`config.mk`:
```
export PLATFORM = sky130hd
export DESIGN_NAME = uart_loader
export DESIGN_NICKNAME = d
export VERILOG_FILES = /design/src/rtl/uart_loader_pkg.sv /design/src/rtl/uart_byte_rx.sv /design/src/rtl/uart_loader.sv
export SDC_FILE = /design/constraint.sdc
export NUM_CORES = 1
export LEC_CHECK = 0
export ABC_AREA = 1
export BUFFER_PORTS_ARGS = -buffer_cell sky130_fd_sc_hd__buf_2
export CELL_PAD_IN_SITES_DETAIL_PLACEMENT = 0
export CELL_PAD_IN_SITES_GLOBAL_PLACEMENT = 1
export CORE_ASPECT_RATIO = 1.4
export CORE_UTILIZATION = 45
export DETAILED_ROUTE_END_ITERATION = 7
export GPL_TIMING_DRIVEN = 0
export PLACE_DENSITY = 0.77
export SLEW_MARGIN = 30
export SYNTH_ARGS = -nofsm -noshare
export SYNTH_HDL_FRONTEND = slang
export SYNTH_SLANG_ARGS = --single-unit
```
`constraint.sdc`:
```
create_clock -name clk_uart -period 4.7 [get_ports clk_uart]
set_input_delay 0.705 -clock clk_uart [delete_from_list [all_inputs] [get_ports clk_uart]]
set_output_delay 0.705 -clock clk_uart [all_outputs]
set_load 0.01 [all_outputs]
```
`src/rtl/uart_loader_pkg.sv`:
```
// Protocol constants and state encodings shared by the UART loader and its
// byte receiver.
package uart_loader_pkg;

  localparam logic [7:0] HDR_BASE = 8'hA0;
  localparam logic [7:0] END_MARK = 8'hFF;
  localparam logic [7:0] ACK      = 8'h06;
  localparam logic [7:0] NAK      = 8'h15;

  typedef enum logic [2:0] {
    ST_IDLE_HDR,
    ST_CNT_LO,
    ST_CNT_HI,
    ST_DATA,
    ST_END
  } parse_state_e;

  typedef enum logic [1:0] {
    RX_IDLE,
    RX_START,
    RX_DATA,
    RX_STOP
  } rx_state_e;

  typedef enum logic [1:0] {
    TX_IDLE,
    TX_START,
    TX_DATA,
    TX_STOP
  } tx_state_e;

endpackage

```
`src/rtl/uart_byte_rx.sv`:
```
// 8N1 byte receiver: synchronises the asynchronous rx pin, finds the start
// bit centre and samples data/stop bits one bit period apart.
module uart_byte_rx
  import uart_loader_pkg::*;
#(
  parameter int CLKS_PER_BIT = 87
) (
  input  logic       clk_uart,
  input  logic       uart_rst_n,
  input  logic       rx,
  output logic [7:0] rx_byte,
  output logic       rx_valid,
  output logic       frame_err
);

  localparam int CW = $clog2(CLKS_PER_BIT);
  localparam logic [CW-1:0] BIT_LAST  = CW'(CLKS_PER_BIT - 1);
  localparam logic [CW-1:0] HALF_LAST = CW'(CLKS_PER_BIT / 2 - 1);

  logic          meta_q, sync_q, prev_q;
  rx_state_e     state_q, state_d;
  logic [CW-1:0] cnt_q, cnt_d;
  logic [2:0]    bit_q, bit_d;
  logic [7:0]    shift_q, shift_d;
  logic          valid_q, valid_d;
  logic          ferr_q, ferr_d;

  always_ff @(posedge clk_uart or negedge uart_rst_n) begin
    if (!uart_rst_n) begin
      meta_q  <= 1'b1;
      sync_q  <= 1'b1;
      prev_q  <= 1'b1;
      state_q <= RX_IDLE;
      cnt_q   <= '0;
      bit_q   <= '0;
      shift_q <= '0;
      valid_q <= 1'b0;
      ferr_q  <= 1'b0;
    end else begin
      meta_q  <= rx;
      sync_q  <= meta_q;
      prev_q  <= sync_q;
      state_q <= state_d;
      cnt_q   <= cnt_d;
      bit_q   <= bit_d;
      shift_q <= shift_d;
      valid_q <= valid_d;
      ferr_q  <= ferr_d;
    end
  end

  always_comb begin
    state_d = state_q;
    cnt_d   = cnt_q + 1'b1;
    bit_d   = bit_q;
    shift_d = shift_q;
    valid_d = 1'b0;
    ferr_d  = 1'b0;
    case (state_q)
      RX_IDLE: begin
        cnt_d = '0;
        if (prev_q && !sync_q) state_d = RX_START;
      end
      RX_START: begin
        // A start bit that is already high again at its centre was a glitch.
        if (cnt_q == HALF_LAST) begin
          cnt_d   = '0;
          bit_d   = '0;
          state_d = sync_q ? RX_IDLE : RX_DATA;
        end
      end
      RX_DATA: begin
        if (cnt_q == BIT_LAST) begin
          cnt_d   = '0;
          shift_d = {sync_q, shift_q[7:1]};
          bit_d   = bit_q + 1'b1;
          if (bit_q == 3'd7) state_d = RX_STOP;
        end
      end
      RX_STOP: begin
        if (cnt_q == BIT_LAST) begin
          cnt_d   = '0;
          state_d = RX_IDLE;
          if (sync_q) valid_d = 1'b1;
          else        ferr_d  = 1'b1;
        end
      end
      default: state_d = RX_IDLE;
    endcase
  end

  assign rx_byte   = shift_q;
  assign rx_valid  = valid_q;
  assign frame_err = ferr_q;

endmodule

```
`src/rtl/uart_loader.sv`:
```
// UART memory loader: parses header/count/data records into little-endian
// words, strobes them into the selected bank and answers each record with ACK/NAK.
module uart_loader
  import uart_loader_pkg::*;
#(
  parameter int DATA_WIDTH   = 32,
  parameter int ADDR_WIDTH   = 14,
  parameter int NUM_BANKS    = 2,
  parameter int CLKS_PER_BIT = 87
) (
  input  logic                  clk_uart,
  input  logic                  uart_rst_n,
  input  logic                  uart_rx,
  output logic                  uart_tx,
  output logic [ADDR_WIDTH-1:0] uart_addr,
  output logic [DATA_WIDTH-1:0] uart_data,
  output logic [NUM_BANKS-1:0]  uart_bank,
  output logic                  uart_write_enable,
  output logic                  uart_complete,
  output logic                  uart_error
);

  localparam int BYTES = DATA_WIDTH / 8;
  localparam int IW    = (BYTES > 1) ? $clog2(BYTES) : 1;
  localparam logic [IW-1:0] IDX_LAST = IW'(BYTES - 1);
  localparam int CW = $clog2(CLKS_PER_BIT);
  localparam logic [CW-1:0] BIT_LAST = CW'(CLKS_PER_BIT - 1);

  logic [7:0] rx_byte;
  logic       rx_valid, rx_ferr;

  uart_byte_rx #(.CLKS_PER_BIT(CLKS_PER_BIT)) u_byte_rx (
    .clk_uart  (clk_uart),
    .uart_rst_n(uart_rst_n),
    .rx        (uart_rx),
    .rx_byte   (rx_byte),
    .rx_valid  (rx_valid),
    .frame_err (rx_ferr)
  );

  // ---------------- parser ----------------
  parse_state_e          st_q, st_d;
  logic [NUM_BANKS-1:0]  bank_q, bank_d;
  logic [ADDR_WIDTH-1:0] addr_q, addr_d;
  logic [DATA_WIDTH-1:0] data_q, data_d;
  logic [IW-1:0]         idx_q, idx_d;
  logic [7:0]            cnt_lo_q, cnt_lo_d;
  logic [15:0]           words_q, words_d;
  logic                  we_q, we_d;
  logic                  complete_q, error_q;
  logic                  complete_set, error_set;
  logic                  tx_req;
  logic [7:0]            tx_req_byte;
  logic [7:0]            hdr_off;

  always_ff @(posedge clk_uart or negedge uart_rst_n) begin
    if (!uart_rst_n) begin
      st_q       <= ST_IDLE_HDR;
      bank_q     <= '0;
      addr_q     <= '0;
      data_q     <= '0;
      idx_q      <= '0;
      cnt_lo_q   <= '0;
      words_q    <= '0;
      we_q       <= 1'b0;
      complete_q <= 1'b0;
      error_q    <= 1'b0;
    end else begin
      st_q       <= st_d;
      bank_q     <= bank_d;
      addr_q     <= addr_d;
      data_q     <= data_d;
      idx_q      <= idx_d;
      cnt_lo_q   <= cnt_lo_d;
      words_q    <= words_d;
      we_q       <= we_d;
      complete_q <= complete_q | complete_set;
      error_q    <= error_q | error_set;
    end
  end

  always_comb begin
    st_d         = st_q;
    bank_d       = bank_q;
    addr_d       = we_q ? addr_q + 1'b1 : addr_q;
    data_d       = data_q;
    idx_d        = idx_q;
    cnt_lo_d     = cnt_lo_q;
    words_d      = words_q;
    we_d         = 1'b0;
    complete_set = 1'b0;
    error_set    = 1'b0;
    tx_req       = 1'b0;
    tx_req_byte  = ACK;
    hdr_off      = rx_byte - HDR_BASE;

    // A framing error abandons whatever record was in flight.
    if (rx_ferr && st_q != ST_END) begin
      error_set   = 1'b1;
      tx_req      = 1'b1;
      tx_req_byte = NAK;
      idx_d       = '0;
      st_d        = ST_IDLE_HDR;
    end else if (rx_valid) begin
      case (st_q)
        ST_IDLE_HDR: begin
          if (hdr_off < 8'(NUM_BANKS)) begin
            bank_d = NUM_BANKS'(1) << hdr_off;
            addr_d = '0;
            idx_d  = '0;
            st_d   = ST_CNT_LO;
          end else if (rx_byte == END_MARK) begin
            complete_set = 1'b1;
            tx_req       = 1'b1;
            st_d         = ST_END;
          end else begin
            error_set   = 1'b1;
            tx_req      = 1'b1;
            tx_req_byte = NAK;
          end
        end
        ST_CNT_LO: begin
          cnt_lo_d = rx_byte;
          st_d     = ST_CNT_HI;
        end
        ST_CNT_HI: begin
          words_d = {rx_byte, cnt_lo_q};
          if ({rx_byte, cnt_lo_q} == 16'd0) begin
            tx_req = 1'b1;
            st_d   = ST_IDLE_HDR;
          end else begin
            st_d = ST_DATA;
          end
        end
        ST_DATA: begin
          for (int k = 0; k < BYTES; k++) begin
            if (idx_q == IW'(k)) data_d[8*k +: 8] = rx_byte;
          end
          if (idx_q == IDX_LAST) begin
            idx_d   = '0;
            we_d    = 1'b1;
            words_d = words_q - 16'd1;
            if (words_q == 16'd1) begin
              tx_req = 1'b1;
              st_d   = ST_IDLE_HDR;
            end
          end else begin
            idx_d = idx_q + 1'b1;
          end
        end
        default: ; // ST_END swallows everything until reset
      endcase
    end
  end

  assign uart_addr         = addr_q;
  assign uart_data         = data_q;
  assign uart_bank         = bank_q;
  assign uart_write_enable = we_q;
  assign uart_complete     = complete_q | complete_set;
  assign uart_error        = error_q | error_set;

  // ---------------- transmitter ----------------
  tx_state_e     tx_st_q, tx_st_d;
  logic [7:0]    tx_shift_q, tx_shift_d;
  logic [CW-1:0] tx_cnt_q, tx_cnt_d;
  logic [2:0]    tx_bit_q, tx_bit_d;
  logic          pend_valid_q, pend_valid_d;
  logic [7:0]    pend_byte_q, pend_byte_d;
  logic          tx_load;
  logic [7:0]    tx_load_byte;

  always_ff @(posedge clk_uart or negedge uart_rst_n) begin
    if (!uart_rst_n) begin
      tx_st_q      <= TX_IDLE;
      tx_shift_q   <= '0;
      tx_cnt_q     <= '0;
      tx_bit_q     <= '0;
      pend_valid_q <= 1'b0;
      pend_byte_q  <= '0;
    end else begin
      tx_st_q      <= tx_st_d;
      tx_shift_q   <= tx_shift_d;
      tx_cnt_q     <= tx_cnt_d;
      tx_bit_q     <= tx_bit_d;
      pend_valid_q <= pend_valid_d;
      pend_byte_q  <= pend_byte_d;
    end
  end

  always_comb begin
    tx_load      = 1'b0;
    tx_load_byte = pend_byte_q;
    pend_valid_d = pend_valid_q;
    pend_byte_d  = pend_byte_q;
    if (tx_st_q == TX_IDLE) begin
      if (pend_valid_q) begin
        tx_load      = 1'b1;
        pend_valid_d = 1'b0;
      end else if (tx_req) begin
        tx_load      = 1'b1;
        tx_load_byte = tx_req_byte;
      end
    end
    // A request not sent straight away takes the slot if it is (or just became) free.
    if (tx_req && !(tx_load && !pend_valid_q) && !pend_valid_d) begin
      pend_valid_d = 1'b1;
      pend_byte_d  = tx_req_byte;
    end
  end

  always_comb begin
    tx_st_d    = tx_st_q;
    tx_shift_d = tx_shift_q;
    tx_cnt_d   = tx_cnt_q + 1'b1;
    tx_bit_d   = tx_bit_q;
    case (tx_st_q)
      TX_IDLE: begin
        tx_cnt_d = '0;
        if (tx_load) begin
          tx_shift_d = tx_load_byte;
          tx_st_d    = TX_START;
        end
      end
      TX_START: begin
        if (tx_cnt_q == BIT_LAST) begin
          tx_cnt_d = '0;
          tx_bit_d = '0;
          tx_st_d  = TX_DATA;
        end
      end
      TX_DATA: begin
        if (tx_cnt_q == BIT_LAST) begin
          tx_cnt_d   = '0;
          tx_shift_d = {1'b0, tx_shift_q[7:1]};
          tx_bit_d   = tx_bit_q + 1'b1;
          if (tx_bit_q == 3'd7) tx_st_d = TX_STOP;
        end
      end
      TX_STOP: begin
        if (tx_cnt_q == BIT_LAST) begin
          tx_cnt_d = '0;
          tx_st_d  = TX_IDLE;
        end
      end
      default: tx_st_d = TX_IDLE;
    endcase
  end

  always_comb begin
    case (tx_st_q)
      TX_START: uart_tx = 1'b0;
      TX_DATA:  uart_tx = tx_shift_q[0];
      default:  uart_tx = 1'b1;
    endcase
  end

endmodule

```
# --- Yosys cells after proc, flatten, opt, wreduce, memory -nomap -nowiden ---
# Cells that the tools add are included.
op_classes:
  mul: 0
  n_addsub: 8
  eq_ne: 35
  n_lt_le_gt_ge: 1
  n_div: 0
  reduce_logical: 38
  bitwise_logic: 3
  n_mux: 87
  n_shift: 1
ops:
  columns: ["op", "count"]
  rows:
  - ["2-to-1 mux 14 bit", 5]
  - ["2-to-1 mux 2 bit", 16]
  - ["2-to-1 mux 8 bit", 4]
  - ["case mux 16 bit (2 select lines)", 1]
  - ["2-to-1 mux 1 bit", 31]
  - ["2-to-1 mux 3 bit", 10]
  - ["2-to-1 mux 5 bit", 5]
  - ["AND reduction 4 bit", 6]
  - ["2-to-1 mux 7 bit", 3]
  - ["case mux 7 bit (3 select lines)", 1]
  - ["== test 16 x 1 -> 1 bit, second input constant", 1]
  - ["zero test 16 bit", 1]
  - ["2-to-1 mux 16 bit", 1]
  - ["case mux 2 bit (4 select lines)", 2]
  - ["case mux 8 bit (2 select lines)", 1]
  - ["subtractor 16 x 1 -> 16 bit, second input constant", 1]
  - ["AND reduction 3 bit", 5]
  - ["AND reduction 5 bit", 3]
  - ["adder 14 x 1 -> 14 bit, second input constant", 1]
  - ["adder 7 x 1 -> 7 bit, second input constant", 2]
  - ["== test 7 bit, second input constant", 2]
  - ["case mux 7 bit (2 select lines)", 1]
  - ["== test 2 bit, second input constant", 6]
  - ["!= test 2 bit, second input constant", 6]
  - ["31 further kinds", 58]
word_totals:
  rom_bits: 0
  latch_bits: 0
  ram_bits: 0
  word_cells: 201
  n_memories: 0
  in_bits: 3
  ff_bits: 134
  out_inout_bits: 52

# --- Longest topological paths before layout ---
depth:
  depth_word: 14
  ltp_mapped: 15
  ltp_nobuf: 15

# --- By module ---
# A second synthesis with hierarchy kept.
hier_totals:
  hier_cells: 710
  area_unflattened_um2: 6067.1
by_module_without_submodules:
  columns: ["module", "cells_each", "seq_area_each_um2", "area_each_um2", "instances"]
  rows:
  - ["uart_loader", 592, 2527.4, 4932.2, 1]
  - ["uart_byte_rx", 118, 629.4, 1134.8, 1]

# --- Worst setup path after synthesis ---
# OpenSTA, ideal clock, no wires.
synth_timing:
  path_type: "register -> output"
  startpoint: "reg u_byte_rx.shift_q[6], in the netlist u_byte_rx.rx_byte[6]"
  endpoint: "out uart_error"
  slack_ns: 2.529
  stages_incl_launch_ff: 8
  arrival_time_ns: 1.466
  required_ns: 3.995
  path_buffers: 0
  path_cell_list: "dfrtp_1 -> clkinv_1 -> ha_1 -> nand3_1 -> o21bai_2 -> nor2_1 -> a21oi_2 -> nand2_1"
synth_via:
  elab_chain_cells: 7
  word_cells_on_any_way: 9
  classes_between: "add/sub (1); order compare (1); eq/ne (1); mux (5); bitwise (1)"
synth_rtl:
  columns: ["item", "line", "source"]
  rows:
  - ["from (decl)", "uart_byte_rx.sv:24", "logic [7:0] shift_q, shift_d;"]
  - ["from (signal assigned)", "uart_byte_rx.sv:46", "shift_q <= shift_d;"]
  - ["subtractor 8 bit or == test 8 bit (tied branches)", "uart_loader.sv:95, uart_loader.sv:112", null]
  - ["< comparator 8 x 2 -> 1 bit or 2-to-1 mux 1 bit (tied branches)", "uart_loader.sv:107, uart_loader.sv:112", null]
  - ["2-to-1 mux 1 bit (*)", "uart_loader.sv:107", "if (hdr_off < 8'(NUM_BANKS)) begin"]
  - ["2-to-1 mux 1 bit (*)", "uart_loader.sv:105", "case (st_q)"]
  - ["2-to-1 mux 1 bit (*)", "uart_loader.sv:104", "end else if (rx_valid) begin"]
  - ["2-to-1 mux 1 bit (*)", "uart_loader.sv:98", "if (rx_ferr && st_q != ST_END) begin"]
  - ["OR 1 bit (*)", "uart_loader.sv:161", "assign uart_error = error_q | error_set;"]
  - ["to (decl)", "uart_loader.sv:20", "output logic uart_error"]
# Mark *: on every way between the ends. The rest lies on a longest branch, timed or not.

# --- Worst setup path after layout ---
# Same ends and word-level chain as after synthesis.

==> metrics.csv <==
stage,metric,value,unit
outcome,outcome,finished clean,
place,dp_cells,944,
yosys,postSynthCellCount,707,
pwr,switching_share,0.250,
sta,max_slew.worst_pin.slew,0.512,ns
floorplan,num_rows,50,
final_layout,layout.nets,804,
setup_path,cp-end-kind,output port,
sta,clock.fmax,312,MHz
final_layout,final_layout_size_suffix_gt1_frac,0.183,
floorplan,dieArea,14100,um2
final_layout,final_common_cell,nand2_1,
pwr,switchingPower,631,uW
cts,ctsResizeCount,0,
floorplan,core,13400,um2
cts,root_buffer,clkbuf_16,
grt,grtUsageTotal,0.212,
setup_path,worstPathArrival,2.50,ns
drt,wl,13.6,mm
setup_path,worstReg2RegStart,u_byte_rx.rx_byte[6],
cts,htree_levels,4,
cts,post_cts_buffers,0,
pwr,clkPwrFrac,0.497,
pwr,pwr-share-comb,0.055,
place,place_hpwl,9.74,mm
pwr,peakVddDrop,0.253,mV
yosys,synthXorXnorAreaFrac,0.0242,
drt,drt_first_pass_iters,5,
yosys,synth_compound_area_frac,0.113,
yosys,synth.area.mux_share,0,
job,cap_violations,0,
cts,cts.hold.buffers_added,0,
sta,setup_viol,0,
min_path,worstHoldPathType,in2async,
place,routabilityCongestion,0.847,
final_layout,fin_area,7250,um2
drt,via_per_inst,5.09,
setup_path,path_class,reg2out,
cts,clk_path_buf_depth,2,
pwr,power_density,348,nW/um2
cts,cts_tree,yes,
place,post_dp_cell_area,6690,um2
sta,hold_viol_final,0,
drt,first_iter_violations,232,
final_layout,mostFrequentLayoutCells,"nand2_1 (161), dfrtp_1 (123), o21ai_0 (76)",
cts,worstSkewPairLatency,0.42,ns
floorplan,die_x,101,um
grt,antenna_found_initial,0,
yosys,ys_seq_area_frac,0.513,
yosys,synth.avg_cell_area,8.70,um2
setup_path,cp_max_fo,9,
setup_path,worst_setup_path_start_kind,register,
drt,vias,4966,
floorplan,ios,55,
final_layout,area_growth,17.9,%
place,portBuffers,54,
setup_path,reg2regPathDepth,9,
floorplan,die_y,140,um
drt,drc,0,
pwr,power.static_leakage,3.58,nW
yosys,synth-seq-cells,126,
pwr,internal_power,1.89,mW
grt,grt_pass1_vias,4962,
final_layout,antennaDiodeCount,0,
yosys,ys_warn_count,0,
grt,grt_pass1_wl,23.2,mm
yosys,synth_simple_gate_area_frac,0.245,
setup_path,worstPathRequired,3.99,ns
sta,slew_headroom,0.659,
cts,clock-sinks,126,
setup_path,critPathLaunch,u_byte_rx.rx_byte[6],
grt,grt_max_degree,72,
pwr,pwr-share-seq,0.449,
sta,rsz0062_at_grt,false,
yosys,synthAdderAreaFrac,0.0407,
sta,period_needed,3.21,ns
sta,fin_tns_setup,0,ns
yosys,ys_types,44,
sta,drv_slew,0,
yosys,synth.cell_area,6150,um2
yosys,synth_top_family_by_area,simple AND/OR/NAND/NOR gates,
final_layout,fin_cells,976,
grt,grt_overflow,0,
yosys,syn_nets,730,
sta,fin_skew,0.00991,ns
floorplan,start_util,0.460,
sta,finalCritPeriodShare,0.682,
drt,drtAntennaViolNets,0,
drt,drt-wirelength-per-cell,14.0,um
cts,cts_buffers,17,
cts,clk_pin_slew,0.06,ns
[final timing paths]
path | end | slack, ns
worst max-delay path | uart_error | 1.49
min in group clk_uart | u_byte_rx.sync_q | 0.36
worst min-delay path | uart_addr[6] | 0.20
max in group asynchronous | u_byte_rx.prev_q | 3.76
worst max register to register | uart_bank[0] | 2.30
worst min register to register | u_byte_rx.sync_q | 0.36
[worst max-delay path: stages, from the launching register on]
cell	delay, ns
dfrtp_1	0.37
clkinv_1	0.34
ha_1	0.42
nand3_1	0.11
o21bai_2	0.25
nor2_1	0.10
a21oi_2	0.24
nand2_1	0.10
buf_2	0.15
[registers in the layout, indices dropped and copies added, names as in the netlist, 5 cells and up, named ones only]
signal	cells
uart_data	32
words_q	16
uart_addr	14
cnt_lo_q	8
u_byte_rx.rx_byte	8
tx_cnt_q	7
u_byte_rx.cnt_q	7
tx_shift_q	5
[stage by stage]
| stage | hold slack (ns) | setup WS [ns] | utilization | power, mW |
|---|---|---|---|---|
| 2_1_floorplan | 0.345 | 2.53 | - | 1.24 |
| 3_3_place_gp | 0.350 | 1.28 | 0.497 | 1.28 |
| 3_5_place_dp | 0.347 | 1.89 | 0.500 | 1.29 |
| 4_1_cts | 0.208 | 1.42 | 0.542 | 2.56 |
| 5_1_grt | 0.222 | 1.25 | 0.542 | 2.63 |
| 6_report | 0.199 | 1.49 | 0.542 | 2.52 |
[synthesized netlist by cell type, drive strengths merged]
cell      n  share of area
or2       2         0.0020
o21ai    93          0.077
dfstp     3          0.013
xor2     10          0.014
o221ai    1         0.0014
nand3    37          0.037
dfrtp   123           0.50
nand3b    5         0.0061
buf      14          0.014
ha       20          0.041
nor4      1         0.0010
nor2     80          0.054
o21bai    1         0.0018
clkbuf    3         0.0018
nor3     14          0.014
nand4     6          0.016
a211oi    1         0.0012
nor3b     4         0.0049
a21boi    1         0.0012
xnor2     7          0.010
o22ai     4         0.0041
o211ai    5         0.0061
inv      77          0.048
and3      1         0.0010
nand2   168           0.11
and2      1         0.0010
a21oi    24          0.020
clkinv    1        0.00061
[cells by family (layout without fill, tap and decap cells)]
family | count (synthesis) | in the layout
XOR/XNOR | 17 | 17
flip-flops | 126 | 126
buffers and inverters | 95 | 182
AND/OR/NAND/NOR | 319 | 319
AO/OA/AOI/OAI | 130 | 130
adder cells (fa/ha/maj) | 20 | 20
[power by group through the flow]
stage	clock (mW)	combinational, mW	sequential [mW]
global placement	0	0.131	1.15
detailed placement	0	0.140	1.15
floorplan	0	0.0925	1.15
finish	1.25	0.138	1.13
global route	1.33	0.162	1.13
CTS	1.29	0.141	1.13
[layout make-up]
class                      instances  area [um2]
inverter                          78         298
clock inverter                    13         130
multi-input combinational        486        2600
buffer                            17        95.1
tap                              182         228
timing repair buffer              55         308
sequential                       126        3160
fill                            1298        6140
clock buffer                      19         433
[per-layer routing]
metal | vias up | global-route usage | wire [um]
li1 | 2443 | - | -
met1 | 2407 | 0.246 | 5900
met2 | 93 | 0.371 | 6990
met3 | 23 | 0.0424 | 432
met4 | 0 | 0.0976 | 316
met5 | - | 0 | 0
Note: power is estimated with default switching activity, not from simulation.
